### src/rtl/cla_pipe_adder.sv
// rtl/cla_pipe_adder.sv - pipelined carry-lookahead adder/subtractor, one slice per stage
// Optional signed saturation is compiled in with CLA_PIPE_SAT_EN.
module cla_pipe_adder #(
  parameter int WIDTH  = 32,
  parameter int STAGES = 4
) (
  input  logic             clk,
  input  logic             rst,
  input  logic             in_valid,
  output logic             in_ready,
  input  logic [WIDTH-1:0] in_a,
  input  logic [WIDTH-1:0] in_b,
  input  logic             cin,
  input  logic             sub,
  input  logic             sat,
  output logic             out_valid,
  input  logic             out_ready,
  output logic [WIDTH-1:0] sum,
  output logic             cout,
  output logic             ovf,
  output logic             zero
);
  localparam int SW = WIDTH / STAGES;
  localparam int NG = SW / 4;

  // Returns {carry out, carry into slice MSB, slice sum}.
  function automatic logic [SW+1:0] cla_slice(input logic [SW-1:0] a,
                                              input logic [SW-1:0] b,
                                              input logic c0);
    logic [SW:0] c;
    logic [3:0]  p;
    logic [3:0]  g;
    logic        gc;
    c    = '0;
    c[0] = c0;
    for (int i = 0; i < NG; i++) begin
      p  = a[4*i +: 4] ^ b[4*i +: 4];
      g  = a[4*i +: 4] & b[4*i +: 4];
      gc = c[4*i];
      c[4*i+1] = g[0] | (p[0] & gc);
      c[4*i+2] = g[1] | (p[1] & g[0]) | (p[1] & p[0] & gc);
      c[4*i+3] = g[2] | (p[2] & g[1]) | (p[2] & p[1] & g[0]) | (p[2] & p[1] & p[0] & gc);
      c[4*i+4] = g[3] | (p[3] & g[2]) | (p[3] & p[2] & g[1]) | (p[3] & p[2] & p[1] & g[0])
               | ((&p) & gc);
    end
    return {c[SW], c[SW-1], a ^ b ^ c[SW-1:0]};
  endfunction

  // Operand words rotate right by one slice per stage; finished sum slices enter
  // at the top, so after the last stage the word holds the aligned sum.
  logic [WIDTH-1:0] a_r   [STAGES];
  logic [WIDTH-1:0] b_r   [STAGES];
  logic             c_r   [STAGES];
  logic             v_r   [STAGES];
  logic             sub_r [STAGES];
  logic             sat_r [STAGES];
  logic             ovf_r;
  logic             zero_r;

  logic [WIDTH-1:0]    st_a   [STAGES];
  logic [WIDTH-1:0]    st_b   [STAGES];
  logic                st_c   [STAGES];
  logic                st_v   [STAGES];
  logic                st_sub [STAGES];
  logic                st_sat [STAGES];
  logic [WIDTH-1:0]    nxt_a  [STAGES];
  logic [WIDTH-1:0]    nxt_b  [STAGES];
  logic                nxt_c  [STAGES];
  logic                c_msb  [STAGES];
  logic [SW+1:0]       slice_res;
  logic [WIDTH+SW-1:0] cat_a;
  logic [WIDTH+SW-1:0] cat_b;
  logic [WIDTH-1:0]    fin_sum;
  logic                fin_ovf;
  logic                stall;

  assign stall     = v_r[STAGES-1] & ~out_ready;
  assign in_ready  = ~stall;
  assign out_valid = v_r[STAGES-1];
  assign sum       = a_r[STAGES-1];
  assign cout      = c_r[STAGES-1];
  assign ovf       = ovf_r;
  assign zero      = zero_r;

  always_comb begin
    slice_res = '0;
    cat_a     = '0;
    cat_b     = '0;
    st_a[0]   = in_a;
    st_b[0]   = in_b;
    st_c[0]   = cin | sub;
    st_v[0]   = in_valid;
    st_sub[0] = sub;
    st_sat[0] = sat;
    for (int k = 1; k < STAGES; k++) begin
      st_a[k]   = a_r[k-1];
      st_b[k]   = b_r[k-1];
      st_c[k]   = c_r[k-1];
      st_v[k]   = v_r[k-1];
      st_sub[k] = sub_r[k-1];
      st_sat[k] = sat_r[k-1];
    end
    for (int k = 0; k < STAGES; k++) begin
      slice_res = cla_slice(st_a[k][SW-1:0], st_b[k][SW-1:0] ^ {SW{st_sub[k]}}, st_c[k]);
      cat_a     = {slice_res[SW-1:0], st_a[k]};
      cat_b     = {st_b[k][SW-1:0], st_b[k]};
      nxt_a[k]  = cat_a[WIDTH+SW-1:SW];
      nxt_b[k]  = cat_b[WIDTH+SW-1:SW];
      nxt_c[k]  = slice_res[SW+1];
      c_msb[k]  = slice_res[SW];
    end
    fin_ovf = c_msb[STAGES-1] ^ nxt_c[STAGES-1];
    fin_sum = nxt_a[STAGES-1];
`ifdef CLA_PIPE_SAT_EN
    // A wrapped negative MSB means the true result was positive.
    if (st_sat[STAGES-1] && fin_ovf)
      fin_sum = nxt_a[STAGES-1][WIDTH-1] ? {1'b0, {(WIDTH-1){1'b1}}}
                                         : {1'b1, {(WIDTH-1){1'b0}}};
`endif
  end

  always_ff @(posedge clk) begin
    if (rst) begin
      for (int k = 0; k < STAGES; k++) begin
        a_r[k]   <= '0;
        b_r[k]   <= '0;
        c_r[k]   <= 1'b0;
        v_r[k]   <= 1'b0;
        sub_r[k] <= 1'b0;
        sat_r[k] <= 1'b0;
      end
      ovf_r  <= 1'b0;
      zero_r <= 1'b0;
    end else if (!stall) begin
      for (int k = 0; k < STAGES; k++) begin
        v_r[k] <= st_v[k];
        if (st_v[k]) begin
          a_r[k]   <= (k == STAGES - 1) ? fin_sum : nxt_a[k];
          b_r[k]   <= nxt_b[k];
          c_r[k]   <= nxt_c[k];
          sub_r[k] <= st_sub[k];
          sat_r[k] <= st_sat[k];
        end
      end
      if (st_v[STAGES-1]) begin
        ovf_r  <= fin_ovf;
        zero_r <= (fin_sum == '0);
      end
    end
  end
endmodule

### config.mk
export PLATFORM = sky130hd
export DESIGN_NAME = cla_pipe_adder
export DESIGN_NICKNAME = d
export VERILOG_FILES = /design/src/rtl/cla_pipe_adder.sv
export SDC_FILE = /design/constraint.sdc
export NUM_CORES = 1
export LEC_CHECK = 0
export CORE_MARGIN = 3
export CORE_UTILIZATION = 44
export DETAILED_ROUTE_END_ITERATION = 16
export HOLD_SLACK_MARGIN = 0.12
export MAX_ROUTING_LAYER = met4
export PLACE_DENSITY_LB_ADDON = 0.08
export SETUP_SLACK_MARGIN = 0.05
export SLEW_MARGIN = 5
export SYNTH_ARGS = -nofsm -noshare
export SYNTH_HDL_FRONTEND = slang
export SYNTH_SLANG_ARGS = --single-unit
### constraint.sdc
create_clock -name clk -period 6.8 [get_ports clk]
set_clock_uncertainty 0.2 [all_clocks]
set_input_delay 0.68 -clock clk [delete_from_list [all_inputs] [get_ports clk]]
set_output_delay 0.68 -clock clk [all_outputs]
set_load 0.05 [all_outputs]
======== Word-level counts from Yosys, hierarchy flattened ========
Memory sizes are Yosys's and may differ from the RTL's.
Index checks and enable logic that the tools add are counted.
word-level totals
  word-level logic and storage cells ...... 311
  input port bits ......................... 71
  latch bits .............................. 0
  output and inout port bits .............. 37
  memories kept ........................... 5
  bits in read-only memories .............. 0
  register bits ........................... 2
  memory bits (writable) .................. 268
cells by class
  multiply operators ...................... 0
  equal/unequal tests ..................... 0
  shifts and indexed selects .............. 0
  reductions and logical operators ........ 10
  $lt $le $gt $ge ......................... 0
  muxes and demuxes ....................... 41
  divide/modulo/power cells ............... 0
  bitwise operators ....................... 253
  add/sub/neg operators ................... 0
memories
  memory  words  bits a word  rd ports  clocked after memory_dff  write ports  RTL line  text
  a_r     4      32           4         0                         4            51        logic [WIDTH-1:0] a_r [STAGES];
  b_r     4      32           3         0                         4            52        logic [WIDTH-1:0] b_r [STAGES];
  c_r     4      1            4         0                         4            53        logic c_r [STAGES];
  sub_r   4      1            3         0                         4            55        logic sub_r [STAGES];
  v_r     4      1            4         0                         4            54        logic v_r [STAGES];
operators by type and width
  cell              number
  $mux 32           8
  $and 1x1->1       121
  $or 1x1->1        101
  $xor 8x8->8       12
  $mux 1            33
  $and 4x4->4       8
  $logic_not 32->1  1
  $reduce_and 4->1  8
  $xor 4x4->4       8
  $not 1->1         2
  $reduce_and 2->1  1
  $xor 1x1->1       1

======== Longest topological paths before layout ========
Gate-level depths: netlist of run 1.
  depth after elaboration ................. 11
  depth in mapped cells ................... 11

======== Least setup slack after synthesis of run 1 ========
Ideal clock, no wire load.
  path kind ............................... register to register
  from .................................... memory sub_r[2][0], in the netlist sub_r[0][2]
  to ...................................... register zero_r, in the netlist zero
  path buffers ............................ 1
  period minus slack after synthesis ...... 3.145 ns
  arrival time ............................ 2.885 ns
  setup slack ............................. 3.655 ns
  setup time .............................. 0.060 ns
  stages on the path, launching flop included .. 12
  cells stage by stage .................... edfxtp_1 > clkbuf_1 > xor2_1 > ha_1 > nand3_1 > o2111ai_2 > inv_1 > fa_1 > nor4b_1 > nand4_1 > a2111oi_2 > a22o_1
RTL lines
  item                  RTL line  text
  from (decl)           55
  to (signal assigned)  147       zero_r <= (fin_sum == '0);
  to (decl)             58        logic zero_r;

==> results of run 1 <==
tightest hold or removal path: stages (launching register included):
cell,delay (ns)
dfxtp_1,0.33
nand2_1,0.05
nand3_1,0.05
power groups by stage:
stage	logic, mW	clock network, mW	registers [mW]
final	0.371	1.03	1.40
after global placement	0.368	0	1.42
after floorplan	0.277	0	1.41
after CTS	0.378	1.05	1.40
after global routing	0.412	1.10	1.40
after detailed placement	0.376	0	1.42
synthesized netlist by cell type (2+ instances only):
master,count,area (um2)
nand4_1,2,12.5
mux2i_1,4,40.0
nand3_1,6,30.0
nand2b_1,5,31.3
fa_1,8,160
o211ai_1,2,15.0
o21a_1,6,45.0
xor2_1,41,359
ha_1,32,400
inv_1,20,75.1
o21ai_0,2,10.0
buf_4,34,255
edfxtp_1,187,5620
a21o_1,8,60.1
inv_2,2,7.51
nor4_1,4,25.0
o31a_1,3,26.3
nand2_1,15,56.3
dfxtp_1,2,40.0
a21oi_1,9,45.0
nor3_1,12,60.1
nor2_1,28,105
a211oi_1,3,22.5
o21ai_1,4,20.0
or2_2,2,12.5
clkbuf_1,33,124
xnor2_1,7,61.3
buf_2,2,10.0
and3_1,149,932
sequential cells by signal, indices dropped and copies added (netlist names):
name / cells
sub_r: 3
zero: 1
b_r: 48
ovf: 1
a_r: 128
c_r: 4
v_r: 4
metrics by stage:
stage	std cells	setup WS (ns)	hold WS, ns
3_5_place_dp	961	3.03	0.247
4_1_cts	993	3.32	0.262
5_1_grt	993	3.15	0.292
2_1_floorplan	653	3.65	0.328
6_report	993	3.37	0.259
3_3_place_gp	961	3.06	0.247
layout make-up:
class                           instances  area [um2]  share of cell area
Sequential cell                       189        5660               0.535
Multi-Input combinational cell        373        2770               0.262
Timing Repair Buffer                  112        1110               0.105
Clock buffer                           17         425              0.0403
Tap cell                              265         332              0.0314
Clock inverter                         15         195              0.0185
Inverter                               22        82.6             0.00782
cell families (layout without fill, tap and decap cells):
logic type,count (synthesis),in the layout,share of synthesized area
xor gates and xnor gates,48,48,0.0473
buffers and inverters,91,166,0.0530
muxes,4,4,0.00450
and+or+nand+nor,232,232,0.150
AOI/OAI and AO/OA,49,49,0.0459
adders and majority gates,40,40,0.0630
DFF,189,189,0.636
path summary, 6_finish.rpt:
kind,from,end,cells past startpoint
min reg2reg,ovf,ovf,2
max reg2reg,sub_r[0][2],zero,10
max,sub_r[0][2],zero,10
min,ovf,ovf,2
per-layer routing:
metal / part of all wire / vias up / global-route usage
met5: 0 / - / -
met4: 0.011 / 0 / 0.0573
met3: 0.034 / 14 / 0.0308
met2: 0.47 / 105 / 0.210
met1: 0.49 / 2265 / 0.198
li1: - / 2504 / -
==> flow_summary_export.csv, run 1 <==
group,metric,value,unit
synthesis,ys_async_sr_fraction,0,
synthesis,synth_flop_cell,"edfxtp_1",
synthesis,syn-num-nets,764,
sta,rsz0062_at_grt,"no",
clock_tree,cts.sinks,189,
route,ant_nets,0,
worst_setup_path,worstPathArrival,3.59,ns
worst_setup_path,required,6.97,ns
sta,fmax,292,MHz
floorplanning,ios,108,
worst_setup_path,crit_type,"flip-flop to flip-flop",
synthesis,synth_cell_types,50,
status,outcome,"finished, final reports clean",
pwr,pwr-share-comb,0.133,
pwr,p_per_area,265,nW/um2
pwr,totalPowerFinal,2.80,mW
floorplanning,dieWidth,148,um
sta,worst_slew_pin_slew,1.17,ns
clock_tree,clockBufferDepth,2,
pwr,clkPwrFrac,0.369,
place,dp_hpwl,10.5,mm
finish,most-common-layout-cells,"187 x edfxtp_1, 149 x and3_1, 106 x clkdlybuf4s50_1, 41 x xor2_1, 32 x ha_1",
finish,area_growth,18.8,%
clock_tree,cts_inserted_buffers,17,
place,portBuffers,106,
floorplanning,core,19700,um2
clock_tree,postCtsResizedCells,0,
clock_tree,cts_setup_buffers,0,
worst_setup_path,critPathMaxFanout,8,
place,place_area,9950,um2
finish,drive_gt1_frac,0.0783,
sta,slew_viol_final,0,
finish,utilization,0.538,
worst_setup_path,critPathLaunchType,"flip-flop",
run,cap_violations,0,
floorplanning,initial_utilization,0.452,
synthesis,ys_seq_area_frac,0.636,
grt,antenna_found_initial,0,
route,drt_iter0_drc,257,
pwr,seqPwrFrac,0.499,
grt,overflow,0,
grt,grtUsageTotal,0.143,
floorplanning,die-area,22000,um2
finish,num_antenna_cells,0,
worst_setup_path,cp_top_family,"adder cells",
worst_setup_path,cpPeakStageDelay,0.57,ns
clock_tree,cts_tree,"built",
route,wl,14.8,mm
synthesis,ys_warn_count,0,
clock_tree,clock_latency,0.42,ns
route,drcViolationCount,0,
pwr,switching_share,0.236,
floorplanning,dieHeight,148,um
pwr,intPower,2.14,mW
synthesis,syn-cell-area,8890,um2
finish,mostFrequentLayoutCell,"edfxtp_1",
floorplanning,rows,51,
sta,setup_tns,0,ns
worst_setup_path,cpMaxStageDelayCell,"edfxtp_1",
route,vias,4888,
worst_setup_path,path_cells,"xor2_1 > ha_1 > nand3_1 > o2111ai_2 > inv_1 > fa_1 > nor4b_1 > nand4_1 > a2111oi_2 > a22o_1",
pwr,leakagePower,4.60,nW
sta,hold_viol,0,
grt,grt_max_degree,82,
clock_tree,root_buffer,"clkbuf_16",
grt,grt_first_pass_wirelength,24.0,mm
sta,finalSetupViolCount,0,
sta,finalCritPeriodShare,0.504,
worst_setup_path,r2r_setup_slack,3.37,ns
hold_path,min_path_type,"flip-flop to flip-flop",
pwr,p_switching,661,uW
sta,period_needed,3.43,ns
synthesis,synth-seq-cells,189,
synthesis,avgSynthCellArea,13.6,um2
grt,first_global_vias,4820,
clock_tree,path_clk_slew,0.07,ns
worst_setup_path,path_buf_inv,1,
finish,nets,826,
worst_setup_path,end_kind,"flip-flop",
clock_tree,h-tree-depth,4,
pwr,ir_worst_vdd,0.177,mV
route,vias_per_cell,4.92,
finish,nFillCells,1724,
synthesis,netlist_instances,653,
synthesis,synth-edff-count,187,
route,routedWlPerCell,15.0,um
clock_tree,hold_buffers,0,
place,place_congestion,0.793,
sta,max_slew_margin,0.221,
finish,stdcell_area,10600,um2
route,firstDrtPassIters,4,
No activity file was read; power rests on OpenSTA's default activity.
==> inputs of run 2 (changes only) <==
==> constraint.sdc (replaced) <==
create_clock -name clk -period 3.5 [get_ports clk]
set_clock_uncertainty 0.2 [all_clocks]
set_input_delay 0.35 -clock clk [delete_from_list [all_inputs] [get_ports clk]]
set_output_delay 0.35 -clock clk [all_outputs]
set_load 0.05 [all_outputs]
==> flow_summary_export.csv, run 2 (same netlist as run 1, synthesis figures left out) <==
group,metric,value,unit
sta,hold_viol,0,
pwr,ir_worst_vdd,0.347,mV
finish,nets,833,
route,routedWlPerCell,15.5,um
worst_setup_path,crit_type,"flip-flop to flip-flop",
worst_setup_path,critPathMaxFanout,6,
finish,utilization,0.539,
sta,period_needed,3.22,ns
place,dp.cells,967,
worst_setup_path,worstReg2RegStart,"sub_r[0][2]",
pwr,totalPowerFinal,5.27,mW
pwr,p_per_area,497,nW/um2
route,wl,15.4,mm
finish,top_regs,"a_r x128, b_r x48",
worst_setup_path,path_buf_inv,1,
sta,fmax,311,MHz
sta,finalSetupViolCount,0,
clock_tree,h-tree-depth,4,
floorplanning,dieHeight,148,um
clock_tree,hold_buffers,0,
place,place_congestion,0.787,
finish,stdcell_area,10600,um2
clock_tree,clock_latency,0.42,ns
worst_setup_path,cpMaxStageDelayCell,"fa_1",
clock_tree,root_buffer,"clkbuf_16",
finish,num_antenna_cells,0,
grt,antenna_found_initial,0,
finish,mostFrequentLayoutCell,"edfxtp_1",
clock_tree,cts_tree,"built",
sta,finalCritPeriodShare,0.919,
grt,busiest_layer,"met2",
worst_setup_path,critPathLaunchType,"flip-flop",
worst_setup_path,r2r_setup_slack,0.28,ns
finish,top_register,"a_r",
clock_tree,path_clk_slew,0.06,ns
pwr,leakagePower,4.62,nW
grt,grt.met2_usage,0.228,
run,cap_violations,0,
worst_setup_path,cpPeakStageDelay,0.53,ns
finish,drive_gt1_frac,0.0846,
grt,gr-usage-met3,0.0280,
grt,grt_max_degree,59,
floorplanning,ios,108,
worst_setup_path,required,3.67,ns
route,drcViolationCount,0,
route,drt_iter0_drc,259,
finish,largest_reg_flops,128,
sta,max_slew_margin,0.537,
worst_setup_path,worstPathArrival,3.38,ns
floorplanning,rows,51,
floorplanning,dieWidth,148,um
sta,rsz0062_at_grt,"no",
worst_setup_path,cp.depth,10,
worst_setup_path,r2r_cells,10,
floorplanning,initial_utilization,0.452,
clock_tree,clockBufferDepth,2,
status,outcome,"finished, final reports clean",
worst_setup_path,r2r-end,"zero",
sta,worst_slew_pin_slew,0.695,ns
worst_setup_path,end_kind,"flip-flop",
floorplanning,die-area,22000,um2
floorplanning,core,19700,um2
grt,first_global_vias,4997,
sta,setup_tns,0,ns
grt,grtUsageTotal,0.152,
route,firstDrtPassIters,5,
finish,area_growth,19.2,%
finish,finalNonFillerCells,998,
finish,most-common-layout-cells,"187 x edfxtp_1, 149 x and3_1, 106 x clkdlybuf4s50_1, 41 x xor2_1, 31 x ha_1",
hold_path,min_from,"ovf",
route,vias_per_cell,4.96,
grt,grt_first_pass_wirelength,25.7,mm
route,vias,4954,
worst_setup_path,startpoint,"sub_r[0][2]",
sta,slew_viol_final,0,
grt,grtUsageMet1,0.211,
worst_setup_path,cp_top_family,"adder cells",
grt,overflow,0,
clock_tree,cts.sinks,189,
clock_tree,cts_inserted_buffers,17,
worst_setup_path,path_cells,"xor2_1 > ha_1 > nand3_1 > o2111ai_2 > inv_1 > fa_1 > nor4b_2 > nand4_1 > a2111oi_4 > a22o_1",
place,place_area,10000,um2
place,dp_hpwl,11.1,mm
place,portBuffers,106,
hold_path,min_path_type,"flip-flop to flip-flop",
worst_setup_path,cp-endpoint,"zero",
route,ant_nets,0,
run 2: cell count changes in the layout (fill, tap and decap cells not counted), moves of 2 or more:
| cell | previous run | this run |
|---|---|---|
| clkinvlp_4 | 4 | 2 |
| clkinv_1 | 1 | 3 |
| buf_4 | 6 | 12 |
| bufinv_16 | 4 | 2 |
run 2: routing by layer:
metal  vias to the layer above  routed length, um  share of wire
li1                       2514                  -              -
met1                      2309               7500           0.49
met2                       114               7060           0.46
met3                        17                535          0.035
met4                         0                320          0.021
met5                         -                  0              0
run 2: cell type report:
| class | instances | area [um2] |
|---|---|---|
| clock buffers | 17 | 425 |
| well taps | 265 | 332 |
| clock inverters | 13 | 128 |
| repair buffers | 119 | 1170 |
| fillers | 1736 | 9060 |
| multi-input cells | 373 | 2800 |
| flip-flops and latches | 189 | 5660 |
| inverters | 22 | 82.6 |
run 2: repair_timing:
item	4_1_cts	5_1_grt
setup endpoints to repair	0	1
buffers inserted	0	1
resized for setup	0	4
run 2: power breakdown:
part,switching (mW),internal [mW],total (mW)
sequential,0.0631,2.65,2.72
combinational,0.420,0.322,0.742
clock,0.774,1.03,1.81
run 2: tightest hold or removal path: cells and delay by family (launching register included):
kind	cells	cell delay, ns
DFF	1	0.32
and+or+nand+nor	2	0.10
run 2: stage by stage:
| stage | setup WS, ns | hold WS, ns |
|---|---|---|
| global route | 0.0562 | 0.328 |
| floorplan | 0.355 | 0.328 |
| detailed placement | 0.116 | 0.265 |
| CTS | 0.0954 | 0.274 |
| global placement | 0.211 | 0.253 |
| finish | 0.284 | 0.273 |
run 2: how the worst min path moves through the flow:
stage,end,slack (ns),depth (start not counted)
floorplan,a_r[0][32],0.33,1
global placement,ovf,0.25,2
detailed placement,ovf,0.27,2
CTS,ovf,0.27,2
global route,ovf,0.33,2
finish,ovf,0.27,2
==> inputs of run 3 (changes only) <==
--- a/config.mk
+++ b/config.mk
@@ -6,13 +6,13 @@
 export NUM_CORES = 1
 export LEC_CHECK = 0
 export CORE_MARGIN = 3
-export CORE_UTILIZATION = 44
+export CORE_UTILIZATION = 45
 export DETAILED_ROUTE_END_ITERATION = 16
 export HOLD_SLACK_MARGIN = 0.12
 export MAX_ROUTING_LAYER = met4
 export PLACE_DENSITY_LB_ADDON = 0.08
 export SETUP_SLACK_MARGIN = 0.05
-export SLEW_MARGIN = 5
+export SLEW_MARGIN = 20
 export SYNTH_ARGS = -nofsm -noshare
 export SYNTH_HDL_FRONTEND = slang
 export SYNTH_SLANG_ARGS = --single-unit
==> flow_summary_export.csv, run 3 (same netlist as run 1, synthesis figures left out) <==
group,metric,value,unit
worst_setup_path,cpMaxStageDelayCell,"edfxtp_1",
clock_tree,cts.sinks,189,
floorplanning,dieWidth,147,um
sta,max_slew_margin,0.518,
worst_setup_path,critPathLaunchType,"flip-flop",
clock_tree,cts_inserted_buffers,17,
sta,fmax,305,MHz
place,dp.cells,963,
floorplanning,dieHeight,147,um
worst_setup_path,critPathMaxFanout,8,
run,cap_violations,0,
route,ant_nets,0,
grt,grtUsageTotal,0.154,
finish,finalNonFillerCells,998,
grt,antenna_found_initial,0,
route,vias_per_cell,4.99,
worst_setup_path,required,3.66,ns
sta,finalSetupViolCount,0,
route,routedWlPerCell,15.4,um
route,drt_iter0_drc,232,
route,wl,15.4,mm
route,drcViolationCount,0,
finish,mostFrequentLayoutCell,"edfxtp_1",
clock_tree,clock_latency,0.42,ns
floorplanning,core,19100,um2
floorplanning,ios,108,
grt,overflow,0,
clock_tree,cts_tree,"built",
pwr,p_per_area,507,nW/um2
place,place_congestion,0.784,
finish,nets,836,
sta,rsz0062_at_grt,"no",
finish,top_register,"a_r",
grt,first_global_vias,5111,
grt,grt_max_degree,60,
floorplanning,rows,50,
clock_tree,path_clk_slew,0.06,ns
floorplanning,initial_utilization,0.466,
worst_setup_path,crit_type,"flip-flop to flip-flop",
route,vias,4980,
clock_tree,root_buffer,"clkbuf_16",
sta,worst_slew_pin_slew,0.723,ns
worst_setup_path,cpPeakStageDelay,0.55,ns
hold_path,min_path_type,"flip-flop to flip-flop",
clock_tree,clockBufferDepth,2,
finish,drive_gt1_frac,0.0908,
sta,slew_viol_final,0,
finish,most-common-layout-cells,"187 x edfxtp_1, 149 x and3_1, 106 x clkdlybuf4s50_1, 41 x xor2_1, 31 x ha_1",
sta,setup_tns,0,ns
grt,grt_first_pass_wirelength,25.7,mm
finish,top_regs,"a_r x128, b_r x48",
route,firstDrtPassIters,5,
worst_setup_path,end_kind,"flip-flop",
worst_setup_path,path_cells,"xor2_1 > ha_1 > nand3_1 > o2111ai_2 > inv_1 > fa_1 > nor4b_2 > nand4_1 > a2111oi_2 > a22o_1",
sta,hold_viol,0,
worst_setup_path,cp_top_family,"adder cells",
finish,stdcell_area,10700,um2
pwr,ir_worst_vdd,0.336,mV
worst_setup_path,worstPathArrival,3.44,ns
finish,largest_reg_flops,128,
place,portBuffers,106,
finish,nFillCells,1608,
place,dp_hpwl,10.9,mm
status,outcome,"finished, final reports clean",
finish,num_antenna_cells,0,
finish,area_growth,19.8,%
floorplanning,die-area,21500,um2
worst_setup_path,path_buf_inv,1,
place,place_area,10000,um2
sta,finalCritPeriodShare,0.936,
sta,period_needed,3.28,ns
pwr,leakagePower,4.66,nW
clock_tree,h-tree-depth,4,
-- run 3: cell types whose count changed in the layout (fill, tap and decap cells not counted), sizes merged --
cell | previous run | this run
clkinv | 9 | 4
inv | 22 | 27
buf | 13 | 16
clkbuf | 17 | 19
bufinv | 2 | 3
clkinvlp | 2 | 1
-- run 3: layout make-up --
type / instances / area (um2) / share of cell area
inverter: 22 / 82.6 / 0.00775
clock inverter: 13 / 160 / 0.0150
tap: 260 / 325 / 0.0305
sequential: 189 / 5660 / 0.531
timing repair buffer: 122 / 1210 / 0.113
clock buffer: 19 / 433 / 0.0406
multi-input combinational: 373 / 2790 / 0.262
-- run 3: final timing paths --
check	startpoint	end	slack (ns)	depth (start not counted)
setup / recovery	sub_r[0][2]	zero	0.22	10
hold / removal	ovf	ovf	0.27	2
setup reg to reg	sub_r[0][2]	zero	0.22	10
hold reg to reg	ovf	ovf	0.27	2
-- run 3: metrics by stage --
stage,power (mW),hold slack [ns],utilization,setup WS [ns]
5_1_grt,5.64,0.304,0.558,0.000691
4_1_cts,5.44,0.266,0.556,0.0794
6_report,5.40,0.269,0.558,0.224
2_1_floorplan,3.28,0.328,-,0.355
3_3_place_gp,3.48,0.247,0.525,0.202
3_5_place_dp,3.50,0.251,0.525,0.111
-- run 3: repair_timing --
action / CTS / global route
endpoints found under the setup margin: 0 / 1
gates resized for setup: 0 / 3
hold buffers: 0 / 0
setup buffers: 0 / 3
-- run 3: worst register-to-register path: cells and delay by family (launching register included) --
kind / cells / cell delay [ns]
adder cells (fa/ha/maj): 2 / 0.90
AO/OA/AOI/OAI: 3 / 0.78
flip-flops: 1 / 0.55
AND/OR/NAND/NOR: 3 / 0.48
XOR/XNOR: 1 / 0.22
buffers and inverters: 1 / 0.10
-- run 3: layer usage --
metal	part of all wire	up-vias	track usage
met2	0.47	106	0.237
met3	0.039	11	0.0372
met4	0.012	0	0.0489
met1	0.48	2337	0.205
li1	-	2526	-
met5	0	-	-
-- run 3: power breakdown --
| group | internal [mW] | leakage [nW] | switching (mW) |
|---|---|---|---|
| sequential | 2.65 | 2.02 | 0.0659 |
| clock | 1.13 | 0.290 | 0.805 |
| combinational | 0.329 | 2.35 | 0.417 |
